### src/rtl/ssd_pkg.sv
// Shared constants for the seven-segment scan driver.
//   HEX_SEG    : hex nibble -> {a,b,c,d,e,f,g}, active low (index = nibble)
//   SEG_OFF    : all seven segments dark
//   CATH_BLANK : cathode bus fully dark (segments and dp)
//   AN_OFF     : anode bus fully dark, sliced down to the digit count in use
package ssd_pkg;

  localparam int MAX_DIGITS = 16;

  localparam logic [7:0] CATH_BLANK = 8'hFF;
  localparam logic [6:0] SEG_OFF    = 7'h7F;
  localparam logic [MAX_DIGITS-1:0] AN_OFF = '1;

  // Entry 15 first so that HEX_SEG[n] selects nibble n.
  localparam logic [15:0][6:0] HEX_SEG = {
    7'b0111000,  // F
    7'b0110000,  // E
    7'b1000010,  // d
    7'b0110001,  // C
    7'b1100000,  // b
    7'b0001000,  // A
    7'b0000100,  // 9
    7'b0000000,  // 8
    7'b0001111,  // 7
    7'b0100000,  // 6
    7'b0100100,  // 5
    7'b1001100,  // 4
    7'b0000110,  // 3
    7'b0010010,  // 2
    7'b1001111,  // 1
    7'b0000001   // 0
  };

endpackage

### src/rtl/ssd_scan_driver_if.sv
// Bundle between the game logic (master) and the scan driver (slave).
//   digits_in   : hex nibbles, nibble i = digit i, digit 0 rightmost
//   dp_in       : decimal point per digit, 1 = lit
//   digit_en    : live per-digit enable, 0 = dark
//   load        : one-cycle strobe capturing digits_in/dp_in
//   brightness  : PWM duty, 0 = dark
//   lz_suppress : blank leading zeros
//   an_n        : anodes, active low
//   cath_n      : {a,b,c,d,e,f,g,dp}, active low
//   frame_tick  : one-cycle pulse after the scan wraps to digit 0
interface ssd_scan_driver_if #(
  parameter int NUM_DIGITS = 8,
  parameter int DIM_BITS   = 4
);
  logic [4*NUM_DIGITS-1:0] digits_in;
  logic [NUM_DIGITS-1:0]   dp_in;
  logic [NUM_DIGITS-1:0]   digit_en;
  logic                    load;
  logic [DIM_BITS-1:0]     brightness;
  logic                    lz_suppress;
  logic [NUM_DIGITS-1:0]   an_n;
  logic [7:0]              cath_n;
  logic                    frame_tick;

  modport master (
    output digits_in, dp_in, digit_en, load, brightness, lz_suppress,
    input  an_n, cath_n, frame_tick
  );

  modport slave (
    input  digits_in, dp_in, digit_en, load, brightness, lz_suppress,
    output an_n, cath_n, frame_tick
  );
endinterface

### src/rtl/ssd_hex_decoder.sv
// Combinational hex nibble to seven-segment decoder.
//   i_nib : hex value 0..F
//   o_seg : {a,b,c,d,e,f,g}, active low
module ssd_hex_decoder
  import ssd_pkg::*;
(
  input  logic [3:0] i_nib,
  output logic [6:0] o_seg
);

  assign o_seg = HEX_SEG[i_nib];

endmodule

### src/rtl/ssd_scan_driver.sv
// Time-multiplexed seven-segment driver with shadowed (tear-free) display
// data, per-digit enable, leading-zero blanking and PWM brightness.
//   clk   : system clock
//   rst_n : asynchronous active-low reset
//   bus   : ssd_scan_driver_if slave (data/control in, an_n/cath_n/frame_tick out)
module ssd_scan_driver
  import ssd_pkg::*;
#(
  parameter int NUM_DIGITS    = 8,
  parameter int SCAN_DIV_BITS = 18,
  parameter int DIM_BITS      = 4
) (
  input  logic             clk,
  input  logic             rst_n,
  ssd_scan_driver_if.slave bus
);

  localparam int IDX_W = $clog2(NUM_DIGITS);

  logic [SCAN_DIV_BITS-1:0] r_presc;
  logic [IDX_W-1:0]         r_idx;
  logic [4*NUM_DIGITS-1:0]  r_pend_dig;
  logic [NUM_DIGITS-1:0]    r_pend_dp;
  logic [4*NUM_DIGITS-1:0]  r_act_dig;
  logic [NUM_DIGITS-1:0]    r_act_dp;
  logic [NUM_DIGITS-1:0]    r_an_n;
  logic [7:0]               r_cath_n;
  logic                     r_frame_tick;

  logic                     w_slot_end;
  logic                     w_frame_end;
  logic [NUM_DIGITS-1:0]    w_nib_zero;
  logic [NUM_DIGITS-1:0]    w_tail_zero;
  logic [NUM_DIGITS-1:0]    w_suppress;
  logic [3:0]               w_cur_nib;
  logic [6:0]               w_seg;
  logic [6:0]               w_seg_shown;
  logic                     w_lit;
  logic [NUM_DIGITS-1:0]    w_an_n;

  assign w_slot_end  = &r_presc;
  assign w_frame_end = w_slot_end && (r_idx == IDX_W'(NUM_DIGITS - 1));

  // A digit is a leading zero when it and every digit to its left are zero.
  // Digit 0 always shows so that an all-zero value still reads "0".
  for (genvar gi = 0; gi < NUM_DIGITS; gi++) begin : g_lz
    assign w_nib_zero[gi]  = (r_act_dig[4*gi +: 4] == 4'h0);
    assign w_tail_zero[gi] = &w_nib_zero[NUM_DIGITS-1:gi];
    assign w_suppress[gi]  = bus.lz_suppress && (gi != 0) && w_tail_zero[gi];
  end

  assign w_cur_nib = r_act_dig[{r_idx, 2'b00} +: 4];

  ssd_hex_decoder u_dec (
    .i_nib (w_cur_nib),
    .o_seg (w_seg)
  );

  assign w_seg_shown = w_suppress[r_idx] ? SEG_OFF : w_seg;

  // PWM window from the prescaler top bits; prescaler==0 is masked so the
  // first cycle of every slot is dark and the previous digit cannot ghost.
  assign w_lit = (r_presc != '0)
              && (r_presc[SCAN_DIV_BITS-1 -: DIM_BITS] < bus.brightness)
              && bus.digit_en[r_idx];

  for (genvar gi = 0; gi < NUM_DIGITS; gi++) begin : g_an
    assign w_an_n[gi] = ~(w_lit && (r_idx == IDX_W'(gi)));
  end

  always_ff @(posedge clk or negedge rst_n) begin
    if (!rst_n) begin
      r_presc      <= '0;
      r_idx        <= '0;
      r_pend_dig   <= '0;
      r_pend_dp    <= '0;
      r_act_dig    <= '0;
      r_act_dp     <= '0;
      r_an_n       <= AN_OFF[NUM_DIGITS-1:0];
      r_cath_n     <= CATH_BLANK;
      r_frame_tick <= 1'b0;
    end else begin
      r_presc      <= r_presc + SCAN_DIV_BITS'(1);
      r_frame_tick <= w_frame_end;
      if (w_slot_end) begin
        r_idx <= w_frame_end ? '0 : r_idx + IDX_W'(1);
      end
      if (bus.load) begin
        r_pend_dig <= bus.digits_in;
        r_pend_dp  <= bus.dp_in;
      end
      // A load landing on the boundary bypasses pending so it is not lost
      // for a whole frame.
      if (w_frame_end) begin
        r_act_dig <= bus.load ? bus.digits_in : r_pend_dig;
        r_act_dp  <= bus.load ? bus.dp_in     : r_pend_dp;
      end
      r_an_n   <= w_an_n;
      r_cath_n <= {w_seg_shown, ~r_act_dp[r_idx]};
    end
  end

  assign bus.an_n       = r_an_n;
  assign bus.cath_n     = r_cath_n;
  assign bus.frame_tick = r_frame_tick;

endmodule
### src/flat_wrapper.sv
// flat-port wrapper written by rule: the top's interface ports become plain ports
module ssd_scan_driver_flat import ssd_pkg::*;
#(
  parameter int NUM_DIGITS    = 8,
  parameter int SCAN_DIV_BITS = 18,
  parameter int DIM_BITS      = 4
)
  (clk, rst_n, bus_digits_in, bus_dp_in, bus_digit_en, bus_load, bus_brightness, bus_lz_suppress, bus_an_n, bus_cath_n, bus_frame_tick);
  ssd_scan_driver_if #(.NUM_DIGITS(NUM_DIGITS), .DIM_BITS(DIM_BITS)) bus_i ();
  input  logic clk;
  input  logic rst_n;
  input wire logic [$bits(bus_i.digits_in)-1:0] bus_digits_in;
  input wire logic [$bits(bus_i.dp_in)-1:0] bus_dp_in;
  input wire logic [$bits(bus_i.digit_en)-1:0] bus_digit_en;
  input wire logic [$bits(bus_i.load)-1:0] bus_load;
  input wire logic [$bits(bus_i.brightness)-1:0] bus_brightness;
  input wire logic [$bits(bus_i.lz_suppress)-1:0] bus_lz_suppress;
  output wire logic [$bits(bus_i.an_n)-1:0] bus_an_n;
  output wire logic [$bits(bus_i.cath_n)-1:0] bus_cath_n;
  output wire logic [$bits(bus_i.frame_tick)-1:0] bus_frame_tick;
  assign bus_i.digits_in = bus_digits_in;
  assign bus_i.dp_in = bus_dp_in;
  assign bus_i.digit_en = bus_digit_en;
  assign bus_i.load = bus_load;
  assign bus_i.brightness = bus_brightness;
  assign bus_i.lz_suppress = bus_lz_suppress;
  assign bus_an_n = bus_i.an_n;
  assign bus_cath_n = bus_i.cath_n;
  assign bus_frame_tick = bus_i.frame_tick;
  ssd_scan_driver #(.NUM_DIGITS(NUM_DIGITS), .SCAN_DIV_BITS(SCAN_DIV_BITS), .DIM_BITS(DIM_BITS)) u_core (.clk(clk), .rst_n(rst_n), .bus(bus_i));
endmodule
### config.mk
export PLATFORM = sky130hd
export DESIGN_NAME = ssd_scan_driver_flat
export DESIGN_NICKNAME = d
export VERILOG_FILES = /design/src/rtl/ssd_pkg.sv /design/src/rtl/ssd_scan_driver_if.sv /design/src/rtl/ssd_hex_decoder.sv /design/src/rtl/ssd_scan_driver.sv /design/src/flat_wrapper.sv
export SDC_FILE = /design/constraint.sdc
export NUM_CORES = 1
export LEC_CHECK = 0
export ABC_AREA = 1
export ABC_CLOCK_PERIOD_IN_PS = 2200
export BUFFER_PORTS_ARGS = -buffer_cell sky130_fd_sc_hd__clkbuf_2
export CAP_MARGIN = 0
export CORE_MARGIN = 2
export CORE_UTILIZATION = 37
export CTS_CLUSTER_SIZE = 14
export DETAILED_ROUTE_END_ITERATION = 10
export PLACE_DENSITY = 0.59
export SYNTH_ARGS = -nofsm -noshare
export SYNTH_HDL_FRONTEND = slang
export SYNTH_SLANG_ARGS = --single-unit
### constraint.sdc
create_clock -name clk -period 2.2 [get_ports clk]
set_input_delay 0.66 -clock clk [delete_from_list [all_inputs] [get_ports clk]]
set_output_delay 0.66 -clock clk [all_outputs]
set_load 0.05 [all_outputs]
==> flow_metrics.tcl, run 1 <==
set metrics [dict create \
    cts.sinks 118 \
    syn_area_um2 6000 \
    layout-drive-gt1-share 0.220 \
    status "completed" \
    post_synth_main_area_contributors "dfrtp_1, nand2_1, dfstp_2" \
    layout.nets 892 \
    cp_max_fo 80 \
    grt-ovfl-total 0 \
    wl_um 12700 \
    clock_skew_ns 0.00710 \
    cts.repair.resized 0 \
    cts_inserted_buffers 17 \
    hold_path_class "input pin to async pin" \
    p_per_area_nw_per_um2 753 \
    antenna_found_initial 0 \
    crit_type "flip-flop to flip-flop" \
    io_pins 73 \
    grt_setup_unrepaired "false" \
    drtIter0Drc 271 \
    setup.worst_path.start_class "flip-flop" \
    cts_tree "yes" \
    grt_max_degree 81 \
    synth_seq_cells 118 \
    worstSetupEndpointType "flip-flop" \
    stdcell_count 1048 \
    max_freq_ghz 0.536 \
    coreArea_um2 15900 \
    final_max_slew_viol_count 0 \
    cts_buffer_depth 2 \
    synth_top_cell_area_share 0.426 \
    netlist_instances 739 \
    grt_usage 0.160 \
    rows 46 \
    hpwl_um 8950 \
    viasPerCell 4.46 \
    avgSynthCellArea_um2 8.12 \
    cp.arrival_ns 2.16 \
    ys_warn_count 0 \
    post-cts-setup-buffers 0 \
    dp.cells 1016 \
    slew-limit-headroom 0.666 \
    syn-num-nets 812 \
    ctsRootBufferMaster "clkbuf_16" \
    synth-seq-area-share 0.496 \
    tightestPinTransition_ns 0.497 \
    setup_viol 0 \
    synth_top_area_cell "dfrtp_1" \
    path_clk_slew_ns 0.05 \
    hold_ws_ns 0.194 \
    period_share 0.848 \
    clk_latency_ns 0.42 \
    ys_types 27 \
    cap_violations 0 \
    grt_first_pass_wirelength_um 22300 \
    drt-wirelength-per-cell_um 12.1 \
    n_fill_cell 1660 \
    vias 4677 \
    floorplan.die.width_um 131 \
    dieHeight_um 131 \
    ctsHoldBuffers 0 \
    diodes 0 \
    period_needed_ns 1.87 \
    vdd_drop_max_uv 527 \
    p_leak_nw 3.89 \
    hold_viol 0 \
    setup_tns_ns 0 \
    die_area_um2 17200 \
    gp_congestion 0.814 \
    grt_pass1_vias 4717 \
    ant_nets 0 \
    drtPass1Iterations 5 \
    route.detailed.drc 0 \
    start_util 0.378 \
    synthToLayoutAreaGrowth_pct 21.2 \
    io_buffers 72 \
    cts_max_level 4 \
    crit_required_ns 2.49 \
]
[layout by cell type (no fill, tap or decap), types with 16 or more instances in the layout]
master     synthesis  routed
clkbuf_2           0      71
o21ai_2           40      40
nor2_1            33      33
dfstp_2           16      16
nand3_1           60      60
ha_1              17      17
clkbuf_16          0      17
dfrtp_1          102     102
nand2_1          294     294
inv_1             95      95
[path summary, 6_finish.rpt]
check	startpoint	endpoint	slack [ns]	cells past startpoint
worst max-delay path	u_core.r_presc[0]	u_core.r_act_dig[1]	0.33	9
worst min-delay path	rst_n	u_core.r_pend_dig[24]	0.19	1
worst max register to register	u_core.r_presc[0]	u_core.r_act_dig[1]	0.33	9
worst min register to register	u_core.r_pend_dig[18]	u_core.r_pend_dig[18]	0.46	2
max in group asynchronous	rst_n	u_core.bus.cath_n[2]	1.42	2
min in group clk	u_core.r_pend_dig[18]	u_core.r_pend_dig[18]	0.46	2
[stage by stage]
stage	total power (W)	utilization	worst slack, ns	cell area [µm²]
2_1_floorplan	0.00243	-	0.510	6000
3_3_place_gp	0.00257	0.418	0.264	6640
3_5_place_dp	0.00258	0.418	0.195	6640
4_1_cts	0.00554	0.457	0.314	7270
5_1_grt	0.00567	0.457	0.140	7270
6_report	0.00547	0.457	0.334	7270
[synth_stat cells]
cell type and number:
a21oi_1 4, a311oi_1 1, buf_1 1, buf_2 6
buf_6 8, clkbuf_1 11, dfrtp_1 102, dfstp_2 16
ha_1 17, inv_1 95, inv_2 3, nand2_1 294
nand3_1 60, nand3_2 1, nand3_4 1, nand3b_1 1
nand4_1 11, nand4_4 1, nor2_1 33, nor2_4 2
nor3_1 7, nor3_2 3, o211ai_1 2, o21ai_0 6
o21ai_2 40, xnor2_1 1, xor2_1 12
[critical path, cell delays in order (launching register included)]
cell and delay, ns:
dfrtp_1 0.39, ha_1 0.20, nand2_1 0.09, nor2_4 0.16, nand4_4 0.12, nor2_4 0.22
nand3_4 0.09, buf_12 0.22, nand2_1 0.13, o21ai_2 0.06
[area by class of cell]
| class | count | area (µm²) | share of cell area |
|---|---|---|---|
| Inverter | 98 | 368 | 0.0506 |
| Sequential cell | 118 | 2970 | 0.409 |
| Clock buffer | 23 | 478 | 0.0658 |
| Clock inverter | 9 | 148 | 0.0203 |
| Timing Repair Buffer | 87 | 538 | 0.0740 |
| Multi-Input combinational cell | 497 | 2490 | 0.343 |
| Tap cell | 216 | 270 | 0.0372 |
[power by group]
part	internal (W)	switching, W
clock	0.00198	0.000964
combinational	0.0000955	0.000180
sequential	0.00224	0.0000174
total	0.00431	0.00116
[registers in the layout (all words and copies together) (netlist names)]
signal                 cells
u_core.r_pend_dp           8
u_core.r_pend_dig         32
u_core.r_act_dig          32
u_core.bus.an_n            8
u_core.r_act_dp            8
u_core.r_presc            18
u_core.r_idx               3
u_core.bus.frame_tick      1
u_core.bus.cath_n          8
[cells by family after synthesis]
| group | Yosys count | share of synthesized area |
|---|---|---|
| AOI/OAI and AO/OA | 53 | 0.0707 |
| and+or+nand+nor | 414 | 0.290 |
| xor gates and xnor gates | 13 | 0.0190 |
| buffers and inverters | 124 | 0.0889 |
| adders and majority gates | 17 | 0.0355 |
| DFF | 118 | 0.496 |
[per-layer routing]
metal  part of all wire  vias to the layer above  track usage
met5                  0                        -            0
li1                   -                     2451            -
met4              0.015                        0       0.0586
met3              0.042                       18       0.0451
met2               0.44                       97        0.241
met1               0.51                     2111        0.220
Note: power is estimated with default switching activity, not from simulation.
==> run 2: changes to the inputs <==
--- a/config.mk
+++ b/config.mk
@@ -6,14 +6,14 @@
 export NUM_CORES = 1
 export LEC_CHECK = 0
 export ABC_AREA = 1
-export ABC_CLOCK_PERIOD_IN_PS = 2200
+export ABC_CLOCK_PERIOD_IN_PS = 1550
 export BUFFER_PORTS_ARGS = -buffer_cell sky130_fd_sc_hd__clkbuf_2
 export CAP_MARGIN = 0
 export CORE_MARGIN = 2
 export CORE_UTILIZATION = 37
 export CTS_CLUSTER_SIZE = 14
 export DETAILED_ROUTE_END_ITERATION = 10
-export PLACE_DENSITY = 0.59
+export PLACE_DENSITY = 0.61
 export SYNTH_ARGS = -nofsm -noshare
 export SYNTH_HDL_FRONTEND = slang
 export SYNTH_SLANG_ARGS = --single-unit
==> constraint.sdc (replaced) <==
create_clock -name clk -period 1.55 [get_ports clk]
set_input_delay 0.465 -clock clk [delete_from_list [all_inputs] [get_ports clk]]
set_output_delay 0.465 -clock clk [all_outputs]
set_load 0.05 [all_outputs]
==> run 2 against run 1 <==
Compared with the run above:
- the run now ends with negative setup slack left
- global-route usage grew 0.96 points
- first-iteration DRC count shrank 8.5%
- die area unchanged
- flip-flop and latch count did not move
- cell count grew 5.5%
- clock skew grew 0.0064 ns
- sequential power grew 42%
==> flow_metrics.tcl, run 2 (synthesis gave the netlist of run 1 again) <==
set metrics [dict create \
    floorplan.die.width_um 131 \
    grt_first_pass_wirelength_um 23700 \
    p_leak_nw 4.36 \
    reg2reg_depth 8 \
    final_cell_mix "nand2_1, dfrtp_1, inv_1, clkbuf_2, buf_4" \
    ant_nets 0 \
    setup_tns_ns -4.56 \
    cap_violations 0 \
    route.detailed.drc 0 \
    cp.arrival_ns 1.99 \
    viasPerCell 4.53 \
    p_per_area_nw_per_um2 894 \
    grt_setup_unrepaired "true" \
    grt_usage 0.169 \
    start_util 0.378 \
    violations "negative setup slack" \
    power_w 0.00756 \
    vias 5014 \
    coreArea_um2 15900 \
    drt-wirelength-per-cell_um 13.1 \
    period_share 1.08 \
    worstPathCellList "buf_4 -> ha_2 -> ha_4 -> nand3_4 -> buf_12 -> clkbuf_16 -> nand2_1 -> o21ai_2" \
    reg_top3 "u_core.r_act_dig (32), u_core.r_pend_dig (32), u_core.r_presc (18)" \
    crit_required_ns 1.86 \
    clk_latency_ns 0.42 \
    hold_depth 3 \
    path_buf_inv 3 \
    cts_tree "yes" \
    crit_type "flip-flop to flip-flop" \
    status "finished, violations left" \
    max_freq_ghz 0.595 \
    grt_max_degree 55 \
    layout.nets 950 \
    hold_path_class "input pin to flip-flop" \
    cp_top_family "flip-flops" \
    hold_viol 0 \
    cts.sinks 118 \
    setup_viol 60 \
    drtIter0Drc 248 \
    die_area_um2 17200 \
    io_pins 73 \
    gp_congestion 0.858 \
    wl_um 14400 \
    crit_cells 8 \
    dieHeight_um 131 \
    layout-drive-gt1-share 0.355 \
    rows 46 \
    cp_max_fo 10 \
    cts_inserted_buffers 17 \
    io_buffers 72 \
    crit_path_top_delay_cell "dfrtp_2" \
    drtPass1Iterations 7 \
    period_needed_ns 1.68 \
    hpwl_um 9510 \
    diodes 0 \
    tightestPinTransition_ns 0.329 \
    cts_buffer_depth 2 \
    setup.worst_path.start_class "flip-flop" \
    antenna_found_initial 0 \
    rrSetupSlack_ns -0.13 \
    grt-ovfl-total 0 \
    cts_max_level 4 \
    max_stage_delay_ns 0.51 \
    final_max_slew_viol_count 0 \
    vdd_drop_max_uv 716 \
    path_clk_slew_ns 0.06 \
    clock_skew_ns 0.0135 \
    synthToLayoutAreaGrowth_pct 41.0 \
    grt_pass1_vias 4979 \
    slew-limit-headroom 0.778 \
    fin_ws_ns -0.131 \
    ctsRootBufferMaster "clkbuf_16" \
    worstSetupEndpointType "flip-flop" \
    mostFrequentLayoutCell "nand2_1" \
]
-- run 2: through the flow --
stage	setup WS (ns)	instances	hold WS (ns)	utilization	cell area [µm²]
2_1_floorplan	-0.0147	739	0.169	-	6060
3_3_place_gp	-0.0807	1056	0.338	0.441	7010
4_1_cts	-0.104	1092	0.255	0.504	8010
3_5_place_dp	-0.121	1056	0.342	0.441	7010
6_report	-0.131	1106	0.264	0.532	8450
5_1_grt	-0.203	1106	0.283	0.532	8450
-- run 2: repair_timing --
action | CTS | global route
hold buffers | 1 | 0
setup endpoints to repair | 65 | 79
buffers inserted | 2 | 8
gates resized for setup | 69 | 73
gates cloned | 1 | 7
pin swaps | 0 | 6
hold endpoints to repair | 11 | 0
-- run 2: path summary, 6_finish.rpt --
path	startpoint	endpoint
worst min-delay path	bus_digits_in[25]	u_core.r_pend_dig[25]
min in group asynchronous	rst_n	u_core.r_pend_dig[22]
max in group asynchronous	rst_n	u_core.bus.cath_n[5]
worst min register to register	u_core.r_pend_dig[19]	u_core.r_pend_dig[19]
worst max-delay path	u_core.r_idx[0]	u_core.r_act_dig[6]
worst max register to register	u_core.r_idx[0]	u_core.r_act_dig[6]
-- run 2: power breakdown --
| part | switching, W | internal (W) |
|---|---|---|
| sequential | 0.0000254 | 0.00318 |
| combinational | 0.000257 | 0.000142 |
| clock | 0.00136 | 0.00259 |
-- run 2: area by class of cell --
class | count | area [µm²]
multi-input cells | 497 | 2810
repair inverters | 1 | 6.26
well taps | 216 | 270
fillers | 1478 | 7430
inverters | 98 | 378
flip-flops and latches | 118 | 2970
repair buffers | 144 | 1420
clock inverters | 10 | 128
clock buffers | 22 | 464
-- run 2: worst min-delay path, cell delays in order --
cell and delay (ns):
clkbuf_2 0.07, nand2_1 0.04, nand2_1 0.07
-- run 2: metal layers --
metal	global-route usage	up-vias	share of wire
met5	0	-	0
met4	0.0628	0	0.016
met3	0.0448	22	0.037
met2	0.260	110	0.47
met1	0.230	2305	0.48
li1	-	2577	-
